==> config.mk <==
export PLATFORM = sky130hd
export DESIGN_NAME = lsu_ctrl_flat
export DESIGN_NICKNAME = d
export VERILOG_FILES = /design/src/rtl/lsu_ctrl_if.sv /design/src/rtl/lsu_ctrl.sv /design/src/flat_wrapper.sv
export SDC_FILE = /design/constraint.sdc
export NUM_CORES = 1
export LEC_CHECK = 0
export BUFFER_PORTS_ARGS = -buffer_cell sky130_fd_sc_hd__buf_4
export CORE_AREA = 2 2 164 166
export DETAILED_ROUTE_END_ITERATION = 7
export DIE_AREA = 0 0 166 168
export PLACE_DENSITY = 0.49
export SLEW_MARGIN = 30
export SYNTH_ARGS = -nofsm -noshare
export SYNTH_HDL_FRONTEND = slang
export SYNTH_SLANG_ARGS = --single-unit
==> constraint.sdc <==
create_clock -name Clk -period 7.25 [get_ports Clk]
set_input_delay 0 -clock Clk [delete_from_list [all_inputs] [get_ports Clk]]
set_output_delay 0 -clock Clk [all_outputs]
set_load 0.02 [all_outputs]
==> src/rtl/lsu_ctrl_if.sv <==
// Bundle of CPU-side request/response and data-memory signals for lsu_ctrl.
// The slave modport is the sequencer's view; master is the CPU/memory side.
interface lsu_ctrl_if;
  logic        Req;
  logic        MemOp;
  logic [1:0]  Size;
  logic        Signed;
  logic [31:0] Addr;
  logic [31:0] StData;
  logic        Busy;
  logic        Done;
  logic        Misalign;
  logic [31:0] LdData;
  logic [29:0] DmAd;
  logic [31:0] DmWrData;
  logic        DmMemWr;
  logic [31:0] DmRd;

  modport slave (
    input  Req, MemOp, Size, Signed, Addr, StData, DmRd,
    output Busy, Done, Misalign, LdData, DmAd, DmWrData, DmMemWr
  );

  modport master (
    output Req, MemOp, Size, Signed, Addr, StData, DmRd,
    input  Busy, Done, Misalign, LdData, DmAd, DmWrData, DmMemWr
  );
endinterface

==> src/rtl/lsu_ctrl.sv <==
// Load/store sequencer in front of a word-wide, registered-read data memory.
// Optional access counters are compiled in when LSU_STAT_EN is defined.
module lsu_ctrl #(
  parameter bit BIG_ENDIAN = 1'b0
) (
  input  logic        Clk,
  input  logic        Reset,
  lsu_ctrl_if.slave   bus
`ifdef LSU_STAT_EN
  ,
  output logic [15:0] LdCnt,
  output logic [15:0] StCnt,
  output logic [15:0] ErrCnt
`endif
);

  typedef enum logic [2:0] {IDLE, READ, CAPT, WRITE, DONE, ERR} state_t;

  state_t      state, state_nxt;
  logic        op_q;
  logic        sgn_q;
  logic [1:0]  size_q;
  logic [1:0]  lane_q;
  logic [31:0] st_q;

  logic        misaligned;
  logic        word_store;
  logic [1:0]  byte_lane;
  logic        half_lane;
  logic [7:0]  rd_byte;
  logic [15:0] rd_half;
  logic [31:0] ld_ext;
  logic [31:0] merged;

  assign misaligned = (bus.Size == 2'b11) ||
                      (bus.Size == 2'b01 && bus.Addr[0]) ||
                      (bus.Size == 2'b10 && bus.Addr[1:0] != 2'b00);
  assign word_store = bus.MemOp && (bus.Size == 2'b10);

  // Big-endian simply mirrors the lane index within the word.
  assign byte_lane = BIG_ENDIAN ? ~lane_q : lane_q;
  assign half_lane = BIG_ENDIAN ? ~lane_q[1] : lane_q[1];

  always_comb begin
    // NOTE: every combinational output gets a default first so no latch is inferred.
    rd_byte = bus.DmRd[8*byte_lane +: 8];
    rd_half = bus.DmRd[16*half_lane +: 16];
    ld_ext  = bus.DmRd;
    merged  = bus.DmRd;
    case (size_q)
      2'b00: begin
        ld_ext = {{24{sgn_q & rd_byte[7]}}, rd_byte};
        merged[8*byte_lane +: 8] = st_q[7:0];
      end
      2'b01: begin
        ld_ext = {{16{sgn_q & rd_half[15]}}, rd_half};
        merged[16*half_lane +: 16] = st_q[15:0];
      end
      default: ;
    endcase
  end

  always_ff @(posedge Clk or posedge Reset) begin
    if (Reset) state <= IDLE;
    else       state <= state_nxt;
  end

  always_comb begin
    state_nxt = state;
    case (state)
      IDLE: begin
        if (bus.Req) begin
          if (misaligned)      state_nxt = ERR;
          else if (word_store) state_nxt = WRITE;
          else                 state_nxt = READ;
        end
      end
      READ:    state_nxt = CAPT;
      CAPT:    state_nxt = op_q ? WRITE : DONE;
      WRITE:   state_nxt = DONE;
      DONE:    state_nxt = IDLE;
      ERR:     state_nxt = IDLE;
      default: state_nxt = IDLE;
    endcase
  end

  // NOTE: the write strobe is decoded from state, so an async reset drops it at once.
  assign bus.Busy     = (state != IDLE);
  assign bus.Done     = (state == DONE) || (state == ERR);
  assign bus.Misalign = (state == ERR);
  assign bus.DmMemWr  = (state == WRITE);

  always_ff @(posedge Clk or posedge Reset) begin
    if (Reset) begin
      // NOTE: sequential state is assigned non-blocking so all registers update together.
      op_q         <= 1'b0;
      sgn_q        <= 1'b0;
      size_q       <= 2'b00;
      lane_q       <= 2'b00;
      st_q         <= '0;
      bus.DmAd     <= '0;
      bus.DmWrData <= '0;
      bus.LdData   <= '0;
    end else begin
      case (state)
        IDLE: begin
          if (bus.Req) begin
            op_q     <= bus.MemOp;
            sgn_q    <= bus.Signed;
            size_q   <= bus.Size;
            lane_q   <= bus.Addr[1:0];
            st_q     <= bus.StData;
            bus.DmAd <= bus.Addr[31:2];
            if (!misaligned && word_store) bus.DmWrData <= bus.StData;
          end
        end
        CAPT: begin
          if (op_q) bus.DmWrData <= merged;
          else      bus.LdData   <= ld_ext;
        end
        default: ;
      endcase
    end
  end

`ifdef LSU_STAT_EN
  always_ff @(posedge Clk or posedge Reset) begin
    if (Reset) begin
      LdCnt  <= '0;
      StCnt  <= '0;
      ErrCnt <= '0;
    end else begin
      if (state == DONE && !op_q && LdCnt != 16'hFFFF) LdCnt  <= LdCnt + 16'd1;
      if (state == DONE && op_q && StCnt != 16'hFFFF)  StCnt  <= StCnt + 16'd1;
      if (state == ERR && ErrCnt != 16'hFFFF)          ErrCnt <= ErrCnt + 16'd1;
    end
  end
`endif

endmodule
==> src/flat_wrapper.sv <==
// flat-port wrapper written by rule: the top's interface ports become plain ports
module lsu_ctrl_flat 
#(
  parameter bit BIG_ENDIAN = 1'b0
)
  (Clk, Reset, bus_Req, bus_MemOp, bus_Size, bus_Signed, bus_Addr, bus_StData, bus_DmRd, bus_Busy, bus_Done, bus_Misalign, bus_LdData, bus_DmAd, bus_DmWrData, bus_DmMemWr);
  lsu_ctrl_if bus_i ();
  input  logic Clk;
  input  logic Reset;
  input wire logic [$bits(bus_i.Req)-1:0] bus_Req;
  input wire logic [$bits(bus_i.MemOp)-1:0] bus_MemOp;
  input wire logic [$bits(bus_i.Size)-1:0] bus_Size;
  input wire logic [$bits(bus_i.Signed)-1:0] bus_Signed;
  input wire logic [$bits(bus_i.Addr)-1:0] bus_Addr;
  input wire logic [$bits(bus_i.StData)-1:0] bus_StData;
  input wire logic [$bits(bus_i.DmRd)-1:0] bus_DmRd;
  output wire logic [$bits(bus_i.Busy)-1:0] bus_Busy;
  output wire logic [$bits(bus_i.Done)-1:0] bus_Done;
  output wire logic [$bits(bus_i.Misalign)-1:0] bus_Misalign;
  output wire logic [$bits(bus_i.LdData)-1:0] bus_LdData;
  output wire logic [$bits(bus_i.DmAd)-1:0] bus_DmAd;
  output wire logic [$bits(bus_i.DmWrData)-1:0] bus_DmWrData;
  output wire logic [$bits(bus_i.DmMemWr)-1:0] bus_DmMemWr;
  assign bus_i.Req = bus_Req;
  assign bus_i.MemOp = bus_MemOp;
  assign bus_i.Size = bus_Size;
  assign bus_i.Signed = bus_Signed;
  assign bus_i.Addr = bus_Addr;
  assign bus_i.StData = bus_StData;
  assign bus_i.DmRd = bus_DmRd;
  assign bus_Busy = bus_i.Busy;
  assign bus_Done = bus_i.Done;
  assign bus_Misalign = bus_i.Misalign;
  assign bus_LdData = bus_i.LdData;
  assign bus_DmAd = bus_i.DmAd;
  assign bus_DmWrData = bus_i.DmWrData;
  assign bus_DmMemWr = bus_i.DmMemWr;
  lsu_ctrl #(.BIG_ENDIAN(BIG_ENDIAN)) u_core (.Clk(Clk), .Reset(Reset), .bus(bus_i));
endmodule
==> summary.txt, run 1 <==
Critical path
  – CP Launch Type: register
  – Reg2reg start: u_core.byte_lane[1]
  – Reg2Reg Depth: 6
  – Crit path DAT: roughly 3400 ps
  – Setup CP Type: reg -> reg
  – CP required: about 7600 ps
  – Critical Path End Type: register
  – Reg2reg end: u_core.bus.DmWrData[10]
  – Critical Path Fanout Max: 19
  – Flop2flop setup slack: about 4200 ps

Synth
  – Async set-reset flop share out of synthesis: 1.00
  – Synth warnings: 0
  – Synthesized cell area: slightly below 6000 sq um
  – Top FF cell, synth: dfrtp_1
  – EDFF count, synth: 0
  – Synthesized area per cell: about 11 sq um
  – Syn_nets: ~660
  – Synth unique cells: between 40 and 50
  – Top cells by area, synth: dfrtp_1 (50%), mux2_2 (9.8%), o31ai_1 (4.0%)
  – Synth Register Bits: 119
  – Top-area cell type share of the netlist area: 0.500
  – Cells after Synth: 548
  – Cell taking the most area after synthesis: dfrtp_1
  – Post-synthesis sequential area ratio: 0.500

Route
  – DRC viols: 0
  – Routed vias: approximately 5700
  – Antenna Nets Post-Route: 0
  – Vias per cell: about 4.8
  – DR WL/cell: about 20 um
  – Routed WL: approximately 24 mm
  – Pre-Repair DR Iteration Count: 5
  – Initial drt markers: 400

Clock tree
  – Hold-fix buffer count after cts: 97
  – Root buffer cell: clkbuf_16
  – Reg clk slew, reported paths: approximately 60 ps
  – Post-CTS Setup Inserts: 0
  – CTS tree: built
  – Clk sinks: 119
  – Maximum clock path buffer count: 2
  – CTS Buf Count: 17
  – Clock Latency Late Sink: between 400 and 500 ps
  – H-tree Lvls: 4
  – Post-CTS sizing: 0

Floorplanning
  – Cell Rows: 60
  – Initial core utilization: 0.226
  – Boundary pin count: approximately 200
  – DIE AREA: 27900 sq um
  – Chip Height: around 170 um
  – Area of the core: between 20000 and 30000 sq um
  – Die X: between 150 and 200 um

Placed design
  – Worst slack, placed: roughly 4200 ps
  – RePlAce Congestion: 0.819
  – Post-DP Area: 7720 sq um
  – Dpl hpwl: between 15 and 20 mm
  – Inst Count DP: roughly 1100
  – # port buffers: 200

STA
  – Fmax: approximately 330 MHz
  – Aggregate negative setup slack: 0 ps
  – Worst setup margin: approximately 4200 ps
  – Slew headroom: 0.343
  – RSZ-0062 raised after global routing: no
  – Worst-Margin Slew: 984 ps
  – Final setup viols: 0
  – Period utilisation layout: 0.423
  – Final hold vios: 0
  – Max Transition Viols Final: 0
  – Clock skew: roughly 9.2 ps
  – Tmin final: 3070 ps

Power
  – Leakage: ~0.0041 uW
  – Total design power: approximately 4200 uW
  – Worst vdd ir: about 200 uV
  – PD cells: between 400 and 500 nW/um^2

Finish
  – Final nets: 939
  – Share of layout cells above drive strength 1: 0.359
  – Fin cells: between 1000 and 1500
  – Filler instances: around 2700
  – Synthesis-to-finish area growth: 56.4%
  – Post-layout instance area: around 9300 sq um
  – ANT cells: 0

Global routing
  – Vias in the first global route: slightly below 6000
  – GRT overflow: 0
  – Largest net degree at the start of global routing: 66
  – First-pass GRT wire length: around 36 mm
  – Total GRT Usage: 0.168
  – Initial antenna violation count: 0

Flow run
  – Max-cap check violation count: 0

Min path
  – Hold Crit Depth: 3
  – Worst hold path endpoint: u_core.bus.DmWrData[5]
  – HP Class: in -> reg
  – Startpoint of the worst hold path: bus_DmRd[5]

Outcome
  – Status: complete, no violations
## cells in the mapped netlist, types with 7 or more instances
master	count
o31ai_1	32
a222oi_1	7
nor2_1	61
a221oi_1	27
mux2_2	52
nand2_1	33
a22oi_1	7
clkbuf_1	15
buf_2	18
a21oi_1	27
a21o_1	16
dfrtp_1	119
a22o_1	14
buf_6	7
o21ai_0	46
## routing by layer
metal,routed length (um),global-route usage,vias to the layer above,share of wire
li1,-,-,2622,-
met1,9900,0.210,2862,0.42
met2,11800,0.283,204,0.50
met3,1110,0.0360,35,0.047
met4,783,0.0677,0,0.033
met5,0,0,-,0
## flip-flops by register name (all words and copies together) (netlist names)
| name | cells |
|---|---|
| u_core.sgn_q | 1 |
| u_core.st_q | 16 |
| u_core.op_q | 1 |
| u_core.state | 3 |
| u_core.bus.DmAd | 30 |
| u_core.bus.DmWrData | 32 |
| u_core.size_q | 2 |
| u_core.bus.LdData | 32 |
| u_core.byte_lane | 2 |
## cell type report
cell class | count | area [sq um] | area share
clock buffer | 23 | 468 | 0.0503
clock inverter | 9 | 148 | 0.0159
inverter | 6 | 27.5 | 0.00296
multi-input combinational | 382 | 2730 | 0.293
sequential | 119 | 2980 | 0.320
tap | 341 | 427 | 0.0458
timing repair buffer | 305 | 2530 | 0.272
## critical path, stage by stage, from the launching register on
cell and delay (ps):
dfrtp_1 760, clkinv_1 670, ha_1 440, nor2_1 180, and4_1 510, a221oi_2 130
o31ai_1 280
## per-stage QoR
step | utilization | hold WS, ps
finish | 0.353 | 26.4
global route | 0.353 | 24.9
CTS | 0.353 | 17.2
detailed placement | 0.293 | 222
global placement | 0.293 | 217
floorplan | - | 117
## report_power, final
part / leakage [uW] / total, uW / internal (uW) / switching [uW]
clock network: 0.000301 / 899 / 592 / 308
registers: 0.00143 / 1310 / 996 / 315
logic: 0.00241 / 2010 / 869 / 1140
## kinds of logic after synthesis
group / Yosys count / share of synthesized area
AND/OR/NAND/NOR: 123 / 0.0988
adder cells (fa/ha/maj): 5 / 0.0105
AO/OA/AOI/OAI: 193 / 0.233
buffers and inverters: 47 / 0.0429
multiplexers: 61 / 0.115
flip-flops: 119 / 0.500
## placed cells by master (no fill, tap or decap), types with 2 or more instances in the layout
cell type      synthesis  final
nor2b_1                4      4
nor2_4                 2      2
a222oi_1               7      7
ha_1                   5      5
nor2_1                61     61
and4_1                 2      2
clkbuf_1              15      4
buf_4                  1    208
nand2_1               33     33
or2_1                  2      2
dlygate4sd3_1          0     97
nor3_1                 3      3
a41o_1                 3      3
mux2_1                 6      6
bufinv_16              0      4
clkinv_2               0      4
mux2_2                52     52
o21ai_0               46     46
nand2b_1               2      2
a221oi_1              27     27
mux2i_1                3      3
inv_1                  5      4
clkbuf_8               0      2
a22oi_1                7      7
a221oi_2               5      5
o31ai_1               32     32
a21o_1                16     16
and3b_1                3      3
nor3b_4                1      2
o21ai_1                4      4
clkbuf_16              0     17
a21oi_1               27     27
dfrtp_1              119    119
a22o_1                14     14
## worst max-delay path by stage
stage | from | endpoint | slack, ps | depth (start not counted)
global placement | u_core.byte_lane[1] | u_core.bus.DmWrData[8] | 4360 | 6
global route | u_core.byte_lane[1] | u_core.bus.DmWrData[6] | 3890 | 6
detailed placement | u_core.byte_lane[1] | u_core.bus.DmWrData[8] | 4240 | 6
floorplan | Reset | u_core.bus.DmAd[0] | 4090 | 1
finish | u_core.byte_lane[1] | u_core.bus.DmWrData[10] | 4180 | 6
CTS | u_core.byte_lane[1] | u_core.bus.DmWrData[0] | 4220 | 6
Power figures use the tool's default switching activity.
==> run 2, diff against run 1 <==
--- a/config.mk
+++ b/config.mk
@@ -5,11 +5,12 @@
 export SDC_FILE = /design/constraint.sdc
 export NUM_CORES = 1
 export LEC_CHECK = 0
+export ABC_AREA = 1
 export BUFFER_PORTS_ARGS = -buffer_cell sky130_fd_sc_hd__buf_4
-export CORE_AREA = 2 2 164 166
+export CORE_AREA = 2 2 181 183
 export DETAILED_ROUTE_END_ITERATION = 7
-export DIE_AREA = 0 0 166 168
-export PLACE_DENSITY = 0.49
+export DIE_AREA = 0 0 183 185
+export PLACE_DENSITY = 0.47
 export SLEW_MARGIN = 30
 export SYNTH_ARGS = -nofsm -noshare
 export SYNTH_HDL_FRONTEND = slang
==> constraint.sdc (replaced) <==
create_clock -name Clk -period 3 [get_ports Clk]
set_input_delay 0 -clock Clk [delete_from_list [all_inputs] [get_ports Clk]]
set_output_delay 0 -clock Clk [all_outputs]
set_load 0.02 [all_outputs]
==> summary.txt, run 2 <==
Power
  – Leakage: 0.00530 uW (+28%)
  – Worst vdd ir: 432 uV (+120%)
  – PD cells: 1040 nW/um^2 (+130%)

Placed design
  – RePlAce Congestion: 0.877 (+7.1%)
  – Dpl hpwl: 19.9 mm (+19%)
  – Post-DP Area: 9060 sq um (+17%)
  – Inst Count DP: 1569 (+49%)
  – # port buffers: 200 (unchanged)

Outcome
  – Status: complete, no violations

Critical path
  – Reg2reg start: u_core.byte_lane[0]
  – Critical Path End Type: register
  – Flop2flop setup slack: 540 ps (-3640 ps)
  – CP Launch Type: register
  – CP required: 3370 ps (-4190 ps)
  – Reg2reg end: u_core.bus.DmWrData[29]
  – Setup CP Type: reg -> reg
  – Crit path DAT: 2820 ps (-550 ps)
  – Critical Path Fanout Max: 13 (-6)
  – Reg2Reg Depth: 11 (+5)

STA
  – Period utilisation layout: 0.819 (+0.396)
  – Tmin final: 2460 ps (-608 ps)
  – Worst-Margin Slew: 840 ps (-144 ps)
  – Slew headroom: 0.438 (+0.0956)
  – Fmax: 407 MHz (+25%)
  – Clock skew: 10.5 ps (+1.23 ps)
  – RSZ-0062 raised after global routing: no
  – Aggregate negative setup slack: 0 ps (unchanged)
  – Final setup viols: 0 (unchanged)
  – Max Transition Viols Final: 0 (unchanged)
  – Final hold vios: 0 (unchanged)

Route
  – Vias per cell: 4.47 (-7.5%)
  – Antenna Nets Post-Route: 0 (unchanged)
  – Initial drt markers: 545 (+36%)
  – DR WL/cell: 16.8 um (-16%)
  – Routed WL: 28.3 mm (+20%)
  – DRC viols: 0 (unchanged)
  – Pre-Repair DR Iteration Count: 6 (+1)
  – Routed vias: 7542 (+32%)

Synth
  – Synth unique cells: 35 (-24%)
  – Synth Register Bits: 119 (unchanged)
  – Cells after Synth: 1005 (+83%)
  – Commonest cells in the netlist: nand2_1 (422), dfrtp_1 (119), nand3_1 (78)
  – Synth warnings: 0 (unchanged)
  – Top FF cell, synth: dfrtp_1
  – Async set-reset flop share out of synthesis: 1.00 (unchanged)
  – Most numerous cell in the Yosys netlist: nand2_1
  – Synthesized area per cell: 7.20 sq um (-34%)
  – Syn_nets: 1113 (+70%)
  – EDFF count, synth: 0 (unchanged)
  – Cell taking the most area after synthesis: dfrtp_1
  – Top cells by area, synth: dfrtp_1 (41%), nand2_1 (22%), nand3_1 (5.4%)
  – Synthesized cell area: 7240 sq um (+22%)
  – Top-area cell type share of the netlist area: 0.411 (-0.0890)
  – Post-synthesis sequential area ratio: 0.411 (-0.0890)

Min path
  – Startpoint of the worst hold path: bus_DmRd[1]
  – Worst hold path endpoint: u_core.bus.LdData[1]
  – HP Class: in -> reg
  – Hold Crit Depth: 5 (+2)

Floorplanning
  – Initial core utilization: 0.226 (about the same)
  – Die X: 183 um (+10%)
  – Cell Rows: 66 (+10%)
  – DIE AREA: 33900 sq um (+21%)
  – Boundary pin count: 201 (unchanged)
  – Area of the core: 32000 sq um (+22%)
  – Chip Height: 185 um (+10%)

Finish
  – Footprint of the multi-input gates: 3730 sq um (+37%)
  – Most frequent cells in the layout: nand2_1 (421), buf_4 (210), dfrtp_1 (119)
  – Share of layout cells above drive strength 1: 0.251 (-0.108)
  – Post-layout instance area: 10500 sq um (+13%)
  – Fin cells: 1689 (+43%)
  – Synthesis-to-finish area growth: 44.9%
  – Biggest regs: u_core.bus.DmWrData (32), u_core.bus.LdData (32), u_core.bus.DmAd (30)
  – Final nets: 1376 (+47%)
  – Sequential cell area: 2980 sq um (unchanged)
  – ANT cells: 0 (unchanged)
  – Filler instances: 3450 (+29%)
  – Commonest non-fill, non-tap cell in the layout: nand2_1

Global routing
  – Total GRT Usage: 0.169 (+0.000704)
  – First-pass GRT wire length: 43.4 mm (+21%)
  – Largest net degree at the start of global routing: 120 (+82%)
  – Initial antenna violation count: 0 (unchanged)
  – Vias in the first global route: 7363 (+26%)
  – GRT overflow: 0 (unchanged)

Clock tree
  – Maximum clock path buffer count: 2 (unchanged)
  – Post-CTS sizing: 0 (unchanged)
  – Post-CTS Setup Inserts: 0 (unchanged)
  – Clk sinks: 119 (unchanged)
  – Clock Latency Late Sink: 430 ps (+20 ps)
  – CTS tree: built
  – Hold-fix buffer count after cts: 88 (-9.3%)
  – H-tree Lvls: 4 (unchanged)
  – Reg clk slew, reported paths: 60 ps (about the same)
  – CTS Buf Count: 17 (unchanged)
  – Root buffer cell: clkbuf_16

Flow run
  – Max-cap check violation count: 0 (unchanged)
==> run 2: cell count changes after synthesis, sizes merged, moves of 8 or more <==
cell / delta
a21boi: +18
a21o: -16
a21oi: +27
a221oi: -32
a22o: -14
buf: +8
inv: +61
mux2: -28
nand2: +393
nand3: +78
nor2: -26
o21ai: +9
o31ai: -32
or2: +33
==> run 2: worst max path at each step <==
stage                                   start                      end  slack, ps  cells after the start
after floorplan           u_core.byte_lane[1]   u_core.bus.DmWrData[8]       1010                     14
after global placement    u_core.byte_lane[0]  u_core.bus.DmWrData[29]        580                     11
after detailed placement  u_core.byte_lane[0]  u_core.bus.DmWrData[19]        570                     10
after CTS                 u_core.byte_lane[0]  u_core.bus.DmWrData[19]        560                     10
after global routing      u_core.byte_lane[0]  u_core.bus.DmWrData[23]        300                     10
final                     u_core.byte_lane[0]  u_core.bus.DmWrData[29]        540                     11
==> run 2: power breakdown <==
group,leakage (uW),switching [uW],internal [uW]
Sequential,0.00144,667,2400
Combinational,0.00359,3580,2280
Clock,0.000271,869,1070
==> run 2: logic make-up (layout without fill, tap and decap cells) <==
group	Yosys count	count (layout)	synth area share
compound gates	142	142	0.110
fa+ha+maj	5	5	0.00864
buf+inv	122	398	0.0762
flops	119	119	0.411
mux	30	30	0.0550
simple gates	587	587	0.339
==> run 2: critical path: stages (launching register included) <==
cell and delay (ps):
dfrtp_1 470, inv_1 380, ha_1 340, inv_1 90, nand2_1 50, nor2_1 470
nand2_1 110, nand2_1 70, nand2_1 40, nand2_1 150, nand3_1 110, nand2_1 100
==> run 2: area by class of cell <==
class | count | share of cell area
Sequential cell | 119 | 0.284
Tap cell | 408 | 0.0486
Inverter | 67 | 0.0243
Clock buffer | 17 | 0.0405
Timing Repair Buffer | 299 | 0.236
Multi-Input combinational cell | 764 | 0.355
Clock inverter | 15 | 0.0112
==> run 2: stage by stage <==
stage / hold slack [ps] / setup WS (ps) / power (uW) / utilization
2_1_floorplan: 149 / 1010 / 6670 / -
3_3_place_gp: 231 / 576 / 8820 / 0.283
3_5_place_dp: 235 / 575 / 8860 / 0.283
4_1_cts: 6.61 / 563 / 11000 / 0.327
5_1_grt: 19.1 / 305 / 11700 / 0.328
6_report: 20.4 / 543 / 10900 / 0.328
==> run 2: metal layers <==
metal  part of all wire  track usage  vias up
met4              0.015       0.0496        0
met2               0.46        0.268      264
li1                   -            -     3737
met1               0.45        0.226     3516
met3              0.075       0.0436       25
met5                  0            0        -
==> run 3, diff against run 2 <==
==> constraint.sdc (replaced) <==
create_clock -name Clk -period 2.6 [get_ports Clk]
set_input_delay 0 -clock Clk [delete_from_list [all_inputs] [get_ports Clk]]
set_output_delay 0 -clock Clk [all_outputs]
set_load 0.02 [all_outputs]
==> summary.txt, run 3 (synthesized netlist as in run 2, its figures left out) <==
Floorplanning
  – Area of the core: 32000 sq um (unchanged)
  – Initial core utilization: 0.226 (unchanged)
  – Cell Rows: 66 (unchanged)
  – Boundary pin count: 201 (unchanged)
  – DIE AREA: 33900 sq um (unchanged)
  – Chip Height: 185 um (unchanged)
  – Die X: 183 um (unchanged)

Min path
  – HP Class: in -> reg
  – Hold Crit Depth: 4 (-1)
  – Worst hold path endpoint: u_core.bus.LdData[7]
  – Startpoint of the worst hold path: bus_DmRd[7]

Route
  – DR WL/cell: 16.4 um (-2.1%)
  – Antenna Nets Post-Route: 0 (unchanged)
  – Routed vias: 7509 (-0.44%)
  – DRC viols: 0 (unchanged)
  – Vias per cell: 4.42 (-0.91%)
  – Routed WL: 27.8 mm (-1.6%)
  – Pre-Repair DR Iteration Count: 5 (-1)
  – Initial drt markers: 610 (+12%)

Critical path
  – Reg2reg end: u_core.bus.DmWrData[16]
  – Crit path DAT: 2660 ps (-160 ps)
  – Reg2reg start: u_core.byte_lane[0]
  – Crit-path cells: inv_1, ha_1, inv_1, nor2_1, nand3_1, nand2_1, nand2_1, nand2_1, nand3_1, nand2_1
  – Critical Path Max Stage Delay: 460 ps (about the same)
  – CP Launch Type: register
  – Critical Path Fanout Max: 13 (unchanged)
  – Flop2flop setup slack: 310 ps (-230 ps)
  – Reg2Reg Depth: 10 (-1)
  – Critical Path End Type: register
  – Most Frequent Cell on Critical Path: nand2_1
  – CP required: 2970 ps (-400 ps)
  – CP max-delay cell: dfrtp_1
  – Setup CP Type: reg -> reg

Power
  – Combinational Power Share: 0.544 (+0.005)
  – Part of the power in registers: 0.283 (about the same)
  – Switching part of the total power: 0.465 (-0.00547)
  – Internal power: 6700 uW (+16%)
  – Clock Power Share: 0.173 (-0.006)
  – Psw: 5830 uW (+14%)
  – Worst vdd ir: 479 uV (+11%)
  – PD cells: 1190 nW/um^2 (+15%)
  – Total design power: 12500 uW (+15%)
  – Leakage: 0.00533 uW (+0.52%)

Clock tree
  – H-tree Lvls: 4 (unchanged)
  – Hold-fix buffer count after cts: 87 (-1.1%)
  – Post-CTS sizing: 0 (unchanged)
  – Clock Latency Late Sink: 430 ps (about the same)
  – Post-CTS Setup Inserts: 0 (unchanged)
  – CTS Buf Count: 17 (unchanged)
  – CTS tree: built
  – Reg clk slew, reported paths: 70 ps (about the same)
  – Root buffer cell: clkbuf_16
  – Clk sinks: 119 (unchanged)
  – Maximum clock path buffer count: 2 (unchanged)

Finish
  – Final nets: 1384 (+0.58%)
  – Filler instances: 3497 (+1.4%)
  – Fin util: 0.329 (+0.00152)
  – Post-layout instance area: 10500 sq um (+0.47%)
  – Commonest non-fill, non-tap cell in the layout: nand2_1
  – Synthesis-to-finish area growth: 45.6%
  – Footprint of the multi-input gates: 3720 sq um (-0.23%)
  – Most frequent cells in the layout: nand2_1 (421), buf_4 (218), dfrtp_1 (119)
  – Sequential cell area: 2980 sq um (unchanged)
  – Biggest regs: u_core.bus.DmWrData (32), u_core.bus.LdData (32), u_core.bus.DmAd (30)
  – Share of layout cells above drive strength 1: 0.255 (+0.00485)

STA
  – RSZ-0062 raised after global routing: no
  – Tmin final: 2290 ps (-171 ps)
  – Max Transition Viols Final: 0 (unchanged)
  – Period utilisation layout: 0.879 (+0.0601)
  – Fmax: 438 MHz (+7.5%)
  – Slew headroom: 0.480 (+0.0416)
  – Clock skew: 12.5 ps (+2.07 ps)
  – Final setup viols: 0 (unchanged)
  – Aggregate negative setup slack: 0 ps (unchanged)
  – Final hold vios: 0 (unchanged)
  – Worst-Margin Slew: 780 ps (-59.5 ps)

Flow run
  – Max-cap check violation count: 0 (unchanged)

Global routing
  – Vias in the first global route: 7465 (+1.4%)
  – Total GRT Usage: 0.166 (-0.00241)
  – GRT overflow: 0 (unchanged)
  – First-pass GRT wire length: 43.1 mm (-0.73%)
  – Largest net degree at the start of global routing: 87 (-28%)
  – Initial antenna violation count: 2 (+2)

Placed design
  – Dpl hpwl: 20.4 mm (+2.3%)
  – RePlAce Congestion: 0.877 (about the same)
  – # port buffers: 200 (unchanged)
  – Post-DP Area: 9140 sq um (+0.88%)

Outcome
  – Status: complete, no violations
==> run 3: cell count changes in the layout (fill, tap and decap cells not counted) <==
cell           before  now
diode_2             0    1
dlygate4sd3_1      88   87
nand2_8             1    0
buf_12              1    2
clkinvlp_4          2    5
buf_4             210  218
inv_6               7    4
nand2_4             0    1
inv_8               1    0
==> run 3: metal layers <==
layer,up-vias,global-route usage,part of all wire
li1,3748,-,-
met1,3498,0.221,0.46
met2,226,0.263,0.46
met3,35,0.0442,0.066
met4,2,0.0538,0.020
met5,-,0,0.00047
==> run 3: power by group through the flow <==
| stage | registers (uW) | logic, uW | clock network [uW] |
|---|---|---|---|
| floorplan | 4200 | 3500 | 0 |
| global placement | 3580 | 6700 | 0 |
| detailed placement | 3570 | 6750 | 0 |
| CTS | 3560 | 6880 | 2230 |
| global route | 3680 | 7530 | 2310 |
| finish | 3550 | 6810 | 2160 |
==> run 3: stage by stage <==
| stage | hold slack, ps | instances | worst slack, ps |
|---|---|---|---|
| finish | 19.2 | 1697 | 314 |
| floorplan | 149 | 1005 | 607 |
| CTS | 2.92 | 1696 | 334 |
| global placement | 198 | 1578 | 353 |
| global route | 41.6 | 1696 | 64.7 |
| detailed placement | 203 | 1578 | 347 |
==> run 3: worst max-delay path by stage <==
stage,from,to,slack (ps),cells after the start
CTS,u_core.byte_lane[0],u_core.bus.DmWrData[16],330,10
floorplan,u_core.byte_lane[1],u_core.bus.DmWrData[8],610,14
global route,u_core.byte_lane[0],u_core.bus.DmWrData[17],60,10
detailed placement,u_core.byte_lane[0],u_core.bus.DmWrData[16],350,10
global placement,u_core.byte_lane[0],u_core.bus.DmWrData[16],350,10
finish,u_core.byte_lane[0],u_core.bus.DmWrData[16],310,10
==> run 3: cell type report <==
class / instances / share of cell area
Antenna cell: 1 / 0.000237
Clock buffer: 17 / 0.0404
Clock inverter: 14 / 0.00973
Inverter: 67 / 0.0242
Multi-Input combinational cell: 764 / 0.353
Sequential cell: 119 / 0.282
Tap cell: 408 / 0.0484
Timing Repair Buffer: 307 / 0.242
==> run 3: worst max-delay path: cells and delay by family, from the launching register on <==
kind	cells	cell delay [ps]
buf+inv	2	310
fa+ha+maj	1	390
flops	1	460
simple gates	7	1060
